**src/rtl/gain_multiplier.sv**
```systemverilog
// gain_multiplier: scales a 16-bit word by an unsigned fixed-point gain using a
// sequential shift-add multiplier, saturating the result to 16 bits. Talks to
// the memory block through a level-based four-phase data_rdy/result_rdy handshake.
`timescale 1ns/1ps

module gain_multiplier #(
    parameter int FRAC_BITS = 8,
    parameter int WIDTH     = 16
) (
    input  logic             clk,
    input  logic             rst_n,
    input  logic [WIDTH-1:0] data,
    input  logic             data_rdy,
    input  logic [WIDTH-1:0] gain,
    output logic [WIDTH-1:0] result,
    output logic             result_rdy,
    output logic             sat,
    output logic             busy
);

    localparam int ACC_W = 2 * WIDTH;
    localparam int CNT_W = $clog2(WIDTH) + 1;
    // The last MUL edge is the one that moves the counter from WIDTH-1 to WIDTH.
    localparam logic [CNT_W-1:0] LAST_CNT = CNT_W'(WIDTH - 1);

    typedef enum logic [1:0] {
        IDLE,
        MUL,
        SAT,
        WAIT_LOW
    } state_t;

    state_t state;
    state_t next_state;

    logic [ACC_W-1:0] mcand;
    logic [WIDTH-1:0] mplier;
    logic [ACC_W-1:0] acc;
    logic [CNT_W-1:0] cnt;
    logic [ACC_W-1:0] shifted;
    logic             saturate;

    // State register; reset wins over any in-flight multiply.
    always_ff @(posedge clk) begin
        if (!rst_n) begin
            state <= IDLE;
        end else begin
            state <= next_state;
        end
    end

    // Next-state decode and busy flag from the current state and handshake level.
    always_comb begin
        next_state = state;
        busy       = 1'b0;
        case (state)
            IDLE: begin
                if (data_rdy) begin
                    next_state = MUL;
                end
            end
            MUL: begin
                busy = 1'b1;
                if (cnt == LAST_CNT) begin
                    next_state = SAT;
                end
            end
            SAT: begin
                busy       = 1'b1;
                next_state = WAIT_LOW;
            end
            WAIT_LOW: begin
                if (!data_rdy) begin
                    next_state = IDLE;
                end
            end
            default: begin
                next_state = IDLE;
            end
        endcase
    end

    // Drop the fractional bits (truncation) and flag anything that exceeds 16 bits.
    always_comb begin
        shifted  = acc >> FRAC_BITS;
        saturate = |shifted[ACC_W-1:WIDTH];
    end

    // Datapath: operand capture, one multiplier bit per MUL cycle, then the
    // saturated result and completion level held until data_rdy drops.
    always_ff @(posedge clk) begin
        if (!rst_n) begin
            mcand      <= '0;
            mplier     <= '0;
            acc        <= '0;
            cnt        <= '0;
            result     <= '0;
            result_rdy <= 1'b0;
            sat        <= 1'b0;
        end else begin
            case (state)
                IDLE: begin
                    if (data_rdy) begin
                        mcand  <= {{WIDTH{1'b0}}, gain};
                        mplier <= data;
                        acc    <= '0;
                        cnt    <= '0;
                    end
                end
                MUL: begin
                    if (mplier[0]) begin
                        acc <= acc + mcand;
                    end
                    mcand  <= mcand << 1;
                    mplier <= mplier >> 1;
                    cnt    <= cnt + CNT_W'(1);
                end
                SAT: begin
                    if (saturate) begin
                        result <= '1;
                        sat    <= 1'b1;
                    end else begin
                        result <= shifted[WIDTH-1:0];
                        sat    <= 1'b0;
                    end
                    result_rdy <= 1'b1;
                end
                WAIT_LOW: begin
                    if (!data_rdy) begin
                        result_rdy <= 1'b0;
                    end
                end
                default: begin
                end
            endcase
        end
    end

endmodule

```
**config.mk**
```make
export PLATFORM = sky130hd
export DESIGN_NAME = gain_multiplier
export DESIGN_NICKNAME = d
export VERILOG_FILES = /design/src/rtl/gain_multiplier.sv
export SDC_FILE = /design/constraint.sdc
export NUM_CORES = 1
export LEC_CHECK = 0
export CAP_MARGIN = 30
export CORE_UTILIZATION = 45
export CTS_BUF_LIST = sky130_fd_sc_hd__clkbuf_4
export CTS_CLUSTER_SIZE = 14
export DETAILED_ROUTE_END_ITERATION = 10
export GPL_ROUTABILITY_DRIVEN = 0
export HOLD_SLACK_MARGIN = 0.06
export SETUP_SLACK_MARGIN = 0.4
export SLEW_MARGIN = 20
export SYNTH_ARGS = -nofsm -noshare
export SYNTH_HDL_FRONTEND = slang
export SYNTH_SLANG_ARGS = --single-unit
```
**constraint.sdc**
```tcl
create_clock -name clk -period 3.05 [get_ports clk]
set_input_delay 0.61 -clock clk [delete_from_list [all_inputs] [get_ports clk]]
set_output_delay 0.61 -clock clk [all_outputs]
set_load 0.02 [all_outputs]
```
# Word-level counts from Yosys, hierarchy flattened
# Index checks and enable logic that the tools add are counted.
dict set report op_classes {
  n_eq_ne 8
  add_sub_neg 2
  n_reduce_logical 9
  mux 18
}
# cell n
set ops {}
lappend ops {{32-bit case mux with 2 select lines} 2}
lappend ops {{32-bit 2-to-1 mux} 3}
lappend ops {{32-bit adder} 1}
lappend ops {{16-bit 2-to-1 mux} 2}
lappend ops {{16-bit case mux with 2 select lines} 1}
lappend ops {{5-bit case mux with 2 select lines} 1}
lappend ops {{2-bit inequality test, second input constant} 4}
lappend ops {{2-bit case mux with 4 select lines} 1}
lappend ops {{8-bit OR reduction} 1}
lappend ops {{2-bit 2-to-1 mux} 3}
lappend ops {{3-bit AND reduction} 2}
lappend ops {{5-bit by 1-bit adder with 5-bit output, second input constant} 1}
lappend ops {{5-bit by 4-bit == test with 1-bit output, second input constant} 1}
lappend ops {{5-bit 2-to-1 mux} 1}
lappend ops {{2-bit == test, second input constant} 2}
lappend ops {{2-bit AND reduction} 2}
lappend ops {{2-bit nonzero test} 2}
lappend ops {{1-bit 2-to-1 mux} 3}
lappend ops {{2-bit by 1-bit == test with 1-bit output, second input constant} 1}
lappend ops {{2-bit logical NOT} 1}
lappend ops {{1-bit case mux with 2 select lines} 1}
lappend ops {{2-bit OR reduction} 1}
dict set report totals {
  output_inout_bits 19
  elab_cells 45
  register_bits 105
}

# Depth between registers and ports, before layout
dict set report logic_depth {
  depth_word 3
  depth_mapped 11
  depth_no_buf 11
}

# Worst setup path after synthesis
# No wires, ideal clock.
dict set report synth_path {
  path_type {reg2reg}
  start {register mcand[0]}
  end {register acc[30]}
  n_path_buf 0
  slack_ps 653
  t_arrival_ps 2280
  setup_ps 117
  stages_incl_launch_ff 12
  period_less_slack_ps 2397
  path_cell_list {dfxtp_1 > ha_1 > inv_1 > fa_1 > nor2b_1 > o2111ai_1 > a31o_2 > nand2_2 > a31oi_4 > a211oi_1 > o21ai_0 > a32o_1}
}
dict set report synth_via {
  elab_chain_len 3
}
# element line_no
set synth_lines {}
lappend synth_lines {{from (decl)} 36} ;# logic [ACC_W-1:0] mcand;
lappend synth_lines {{from (signal assigned)} 104} ;# mcand <= {{WIDTH{1'b0}}, gain};
lappend synth_lines {{from (signal assigned)} 114} ;# mcand <= mcand << 1;
lappend synth_lines {{32-bit adder} 112} ;# acc <= acc + mcand;
lappend synth_lines {{32-bit 2-to-1 mux} 111} ;# if (mplier[0]) begin
lappend synth_lines {{32-bit case mux with 2 select lines} 101} ;# case (state)
lappend synth_lines {{to (signal assigned)} 112}
lappend synth_lines {{to (decl)} 38} ;# logic [ACC_W-1:0] acc;
# No other way between the ends. The select of a mux whose other input is x is not followed.
# A chain may end at the register's enable or synchronous reset.

# Worst setup path in the final report
dict set report layout_path {
  start {register mcand[18]}
  end {register acc[31]}
}
# Same word-level chain as after synthesis.

==> flow_summary.ini <==
[cells_and_area]
multi_input_comb_area_um2 = 3680
drive_gt1_share_pct = 10.7
seq_area_um2 = 2100
layout-area-overhead-vs-synth_pct = 15.0
diodes = 0
net_count_of_the_finished_layout = 773
final_non_filler_cell_total = 873
n_fill_cell = 1236

[critical_path]
cp_cell_sequence = ha_1 > and3_2 > nand2_2 > a32oi_2 > o21bai_1 > a21oi_1 > o2111a_1 > o31a_1 > o22a_1
r2r_cells = 9
critical_path.reg2reg.startpoint = mcand[18]
worst_ep_required_time_ns = 3.42
timing.critical_path.buf_inv = 0
r2r_setup_slk_ns = 0.53
end_kind = flop
timing.critical_path.slowest_cell_delay_ns = 0.41
worst_setup_path_start = mcand[18]
cpMaxStageDelayCell = sky130_fd_sc_hd__ha_1
worstSetupEndpoint = acc[31]
path_max_fanout = 7
crit_cells = 9
cp_top_family = compound AO/OA/AOI/OAI gates
timing.rr.end = acc[31]
timing.critical_path.arrival_ns = 2.89
timing_worst_setup_path_type = flop to flop
setup.worst_path.start_class = flop

[die]
fp.coreArea_um2 = 12700
placement_rows = 41
io_pins = 54
design.die.area_um2 = 13600
floorplan.initialDensity_pct = 46.6
dieHeight_um = 117
die_wd_um = 117

[global_route]
grt_max_degree = 62
grt_overflow = 0
initial_antenna_violation_count = 0
grt_pass1_vias = 4789
grt_first_pass_wirelength_um = 22700
gr-usage-all-layers_pct = 21.2

[clock_tree]
clock_latency_ns = 0.48
numCtsBuffers = 9
holdBufCountCts = 0
cts-htree-levels = 3
cts_buffer_depth = 2
clkTransAtPathRegs_ns = 0.15
clock_tree_from_tritoncts = yes
cts-root-buf = sky130_fd_sc_hd__clkbuf_4
total_clock_sinks = 105

[power]
power.switching_fraction_pct = 40.0
cell_internal_pwr_mw = 2.89
combinational_group_share_of_total_power_pct = 47.0
ir_drop_mv = 0.638
power.share.sequential_pct = 38.6
clock_power_share_pct = 14.4
cellPowerDensity_nw_per_um2 = 705
report.power.total_mw = 4.81
p_leak_nw = 2.86
power_dissipated_by_switching_net_loads_mw = 1.92

[drt]
finalWirelength_um = 13400
detailroute.via_count = 4902
drtAntennaViolNets = 0
wl_per_cell_um = 15.4
drc = 0
detail_route.iter0.violations = 244
viasPerCell = 5.62
drt_first_pass_iters = 4

[sta]
tightest_slew_ns = 0.756
tns_ns = 0
timing.hold.ws_ns = 0.468
timing_limited_maximum_frequency_ghz = 0.396
timing.max_slew.rel_slack_pct = 49.5
post_layout_min_period_ns = 2.52
drv_slew = 0
final.period_utilization_pct = 82.7
report.final.setup_viol = 0
layout_setup_ws_ns = 0.528
finClkSkew_ns = 0.0180
final-hold-violation-count = 0
rsz0062_at_grt = yes

[placed_design]
numPortBuffers = 53
dpl.hpwl_um = 9890
dpl.cell_count = 859
pre_cts_slack_ns = 0.278

[logic_synthesis]
synth_warnings = 0
synth.largest_area_cell = sky130_fd_sc_hd__dfxtp_1
synth.ff_latch_count = 105
synth-edff-count = 0
synthesis.instances = 661
yosysMostFrequentCell = sky130_fd_sc_hd__dfxtp_1
post_synthesis_net_count = 735
synth-main-ff-cell = sky130_fd_sc_hd__dfxtp_1
synthesis.area_per_instance_um2 = 8.97
sequential_fraction_of_the_synthesis_area_pct = 35.5
synth_largest_type_area_fraction_pct = 35.5
synthTopCellsByCount = sky130_fd_sc_hd__dfxtp_1 (105), sky130_fd_sc_hd__nand2_1 (74), sky130_fd_sc_hd__a21oi_1 (40), sky130_fd_sc_hd__nor2b_1 (40), sky130_fd_sc_hd__ha_1 (38)
yosysUniqueCellTypes = 67
synthArstFlopShare_pct = 0
netlist_area_um2 = 5930
ys_top_cells_by_area = sky130_fd_sc_hd__dfxtp_1 (35%), sky130_fd_sc_hd__ha_1 (8.0%), sky130_fd_sc_hd__mux2i_1 (5.7%)

[hold_path]
hold_class = flop to flop

[job]
cap_violations = 0

[status]
outcome = completed
[through the flow]
step,util [%],instance area (um2)
after floorplan,-,5930
after global placement,51.9,6600
after detailed placement,51.9,6600
after global routing,53.6,6820
after CTS,53.0,6740
final,53.6,6820
[cell families (layout without fill, tap and decap cells)]
group                    after synthesis  after routing  share of synthesized area, %
AO/OA/AOI/OAI                        213            213                          27.2
AND/OR/NAND/NOR                      188            188                          16.2
flip-flops                           105            105                          35.5
buffers and inverters                 61            101                          3.97
adder cells (fa/ha/maj)               39             39                          8.36
multiplexers                          34             34                          5.74
XOR/XNOR                              21             21                          3.10
[area by class of cell]
type | instances | share of cell area (%)
clock buffer | 12 | 1.32
sequential | 105 | 30.9
tap | 172 | 3.16
multi-input combinational | 495 | 54.0
timing repair buffer | 64 | 8.92
inverter | 24 | 1.32
clock inverter | 1 | 0.440
[registers in the layout, summed over array words and instances (netlist names)]
register    count
state           2
cnt             5
mcand          32
acc            32
result         16
mplier         16
sat             1
result_rdy      1
[worst min path at each step]
| stage | end | cells after the start | startpoint | slack [ns] |
|---|---|---|---|---|
| global placement | acc[2] | 2 | acc[2] | 0.44 |
| CTS | acc[2] | 2 | acc[2] | 0.47 |
| finish | acc[2] | 2 | acc[2] | 0.47 |
| detailed placement | acc[2] | 2 | acc[2] | 0.45 |
| global route | acc[2] | 2 | acc[2] | 0.50 |
| floorplan | acc[2] | 2 | acc[2] | 0.43 |
[worst reg2reg max path, delay by kind of cell (launching register included)]
family	cells	cell delay, ns
simple gates	2	0.30
fa+ha+maj	1	0.41
flops	1	0.36
compound gates	6	1.34
[cell usage in the layout (no fill, tap or decap), types with 3 or more instances in the layout]
| master | Yosys | layout |
|---|---|---|
| sky130_fd_sc_hd__dfxtp_1 | 105 | 103 |
| sky130_fd_sc_hd__nand2_1 | 74 | 74 |
| sky130_fd_sc_hd__clkdlybuf4s50_1 | 0 | 52 |
| sky130_fd_sc_hd__nor2b_1 | 40 | 39 |
| sky130_fd_sc_hd__a21oi_1 | 40 | 37 |
| sky130_fd_sc_hd__mux2i_1 | 34 | 34 |
| sky130_fd_sc_hd__a22oi_1 | 34 | 34 |
| sky130_fd_sc_hd__ha_1 | 38 | 34 |
| sky130_fd_sc_hd__o211a_1 | 31 | 31 |
| sky130_fd_sc_hd__o21ai_0 | 28 | 26 |
| sky130_fd_sc_hd__inv_1 | 24 | 24 |
| sky130_fd_sc_hd__o221a_2 | 16 | 16 |
| sky130_fd_sc_hd__xnor2_1 | 14 | 14 |
| sky130_fd_sc_hd__and3_1 | 13 | 13 |
| sky130_fd_sc_hd__nor2_1 | 13 | 12 |
| sky130_fd_sc_hd__clkbuf_4 | 0 | 12 |
| sky130_fd_sc_hd__buf_4 | 0 | 11 |
| sky130_fd_sc_hd__o21ai_1 | 9 | 10 |
| sky130_fd_sc_hd__nand3_1 | 9 | 9 |
| sky130_fd_sc_hd__a21o_1 | 8 | 8 |
| sky130_fd_sc_hd__and2_1 | 7 | 7 |
| sky130_fd_sc_hd__xor2_1 | 7 | 7 |
| sky130_fd_sc_hd__nor3_1 | 7 | 6 |
| sky130_fd_sc_hd__o21bai_1 | 5 | 5 |
| sky130_fd_sc_hd__a21boi_0 | 5 | 5 |
| sky130_fd_sc_hd__a211oi_2 | 2 | 4 |
| sky130_fd_sc_hd__ha_2 | 0 | 4 |
| sky130_fd_sc_hd__nand4_1 | 3 | 3 |
| sky130_fd_sc_hd__a21oi_2 | 0 | 3 |
| sky130_fd_sc_hd__o21a_1 | 4 | 3 |
[routing by layer]
metal  vias up  track usage, %  wire, um
li1       2502               -         -
met1      2308            26.6      6320
met2        74            36.3      6410
met3        18            4.02       422
met4         0            7.43       263
met5         -               0         0
[power by group through the flow]
stage,registers [mW],clock network [mW],logic (mW)
after CTS,1.86,0.725,2.26
after global routing,1.89,0.781,2.50
after global placement,1.88,0,2.20
after floorplan,1.94,0,1.54
final,1.85,0.691,2.26
after detailed placement,1.89,0,2.25
[repair_timing]
action	CTS	global route
setup buffers	0	1
gates resized for setup	4	18
cloned	0	0
pin swaps	2	4
endpoints found under the setup margin	7	9
No activity file was read; power rests on OpenSTA's default activity.
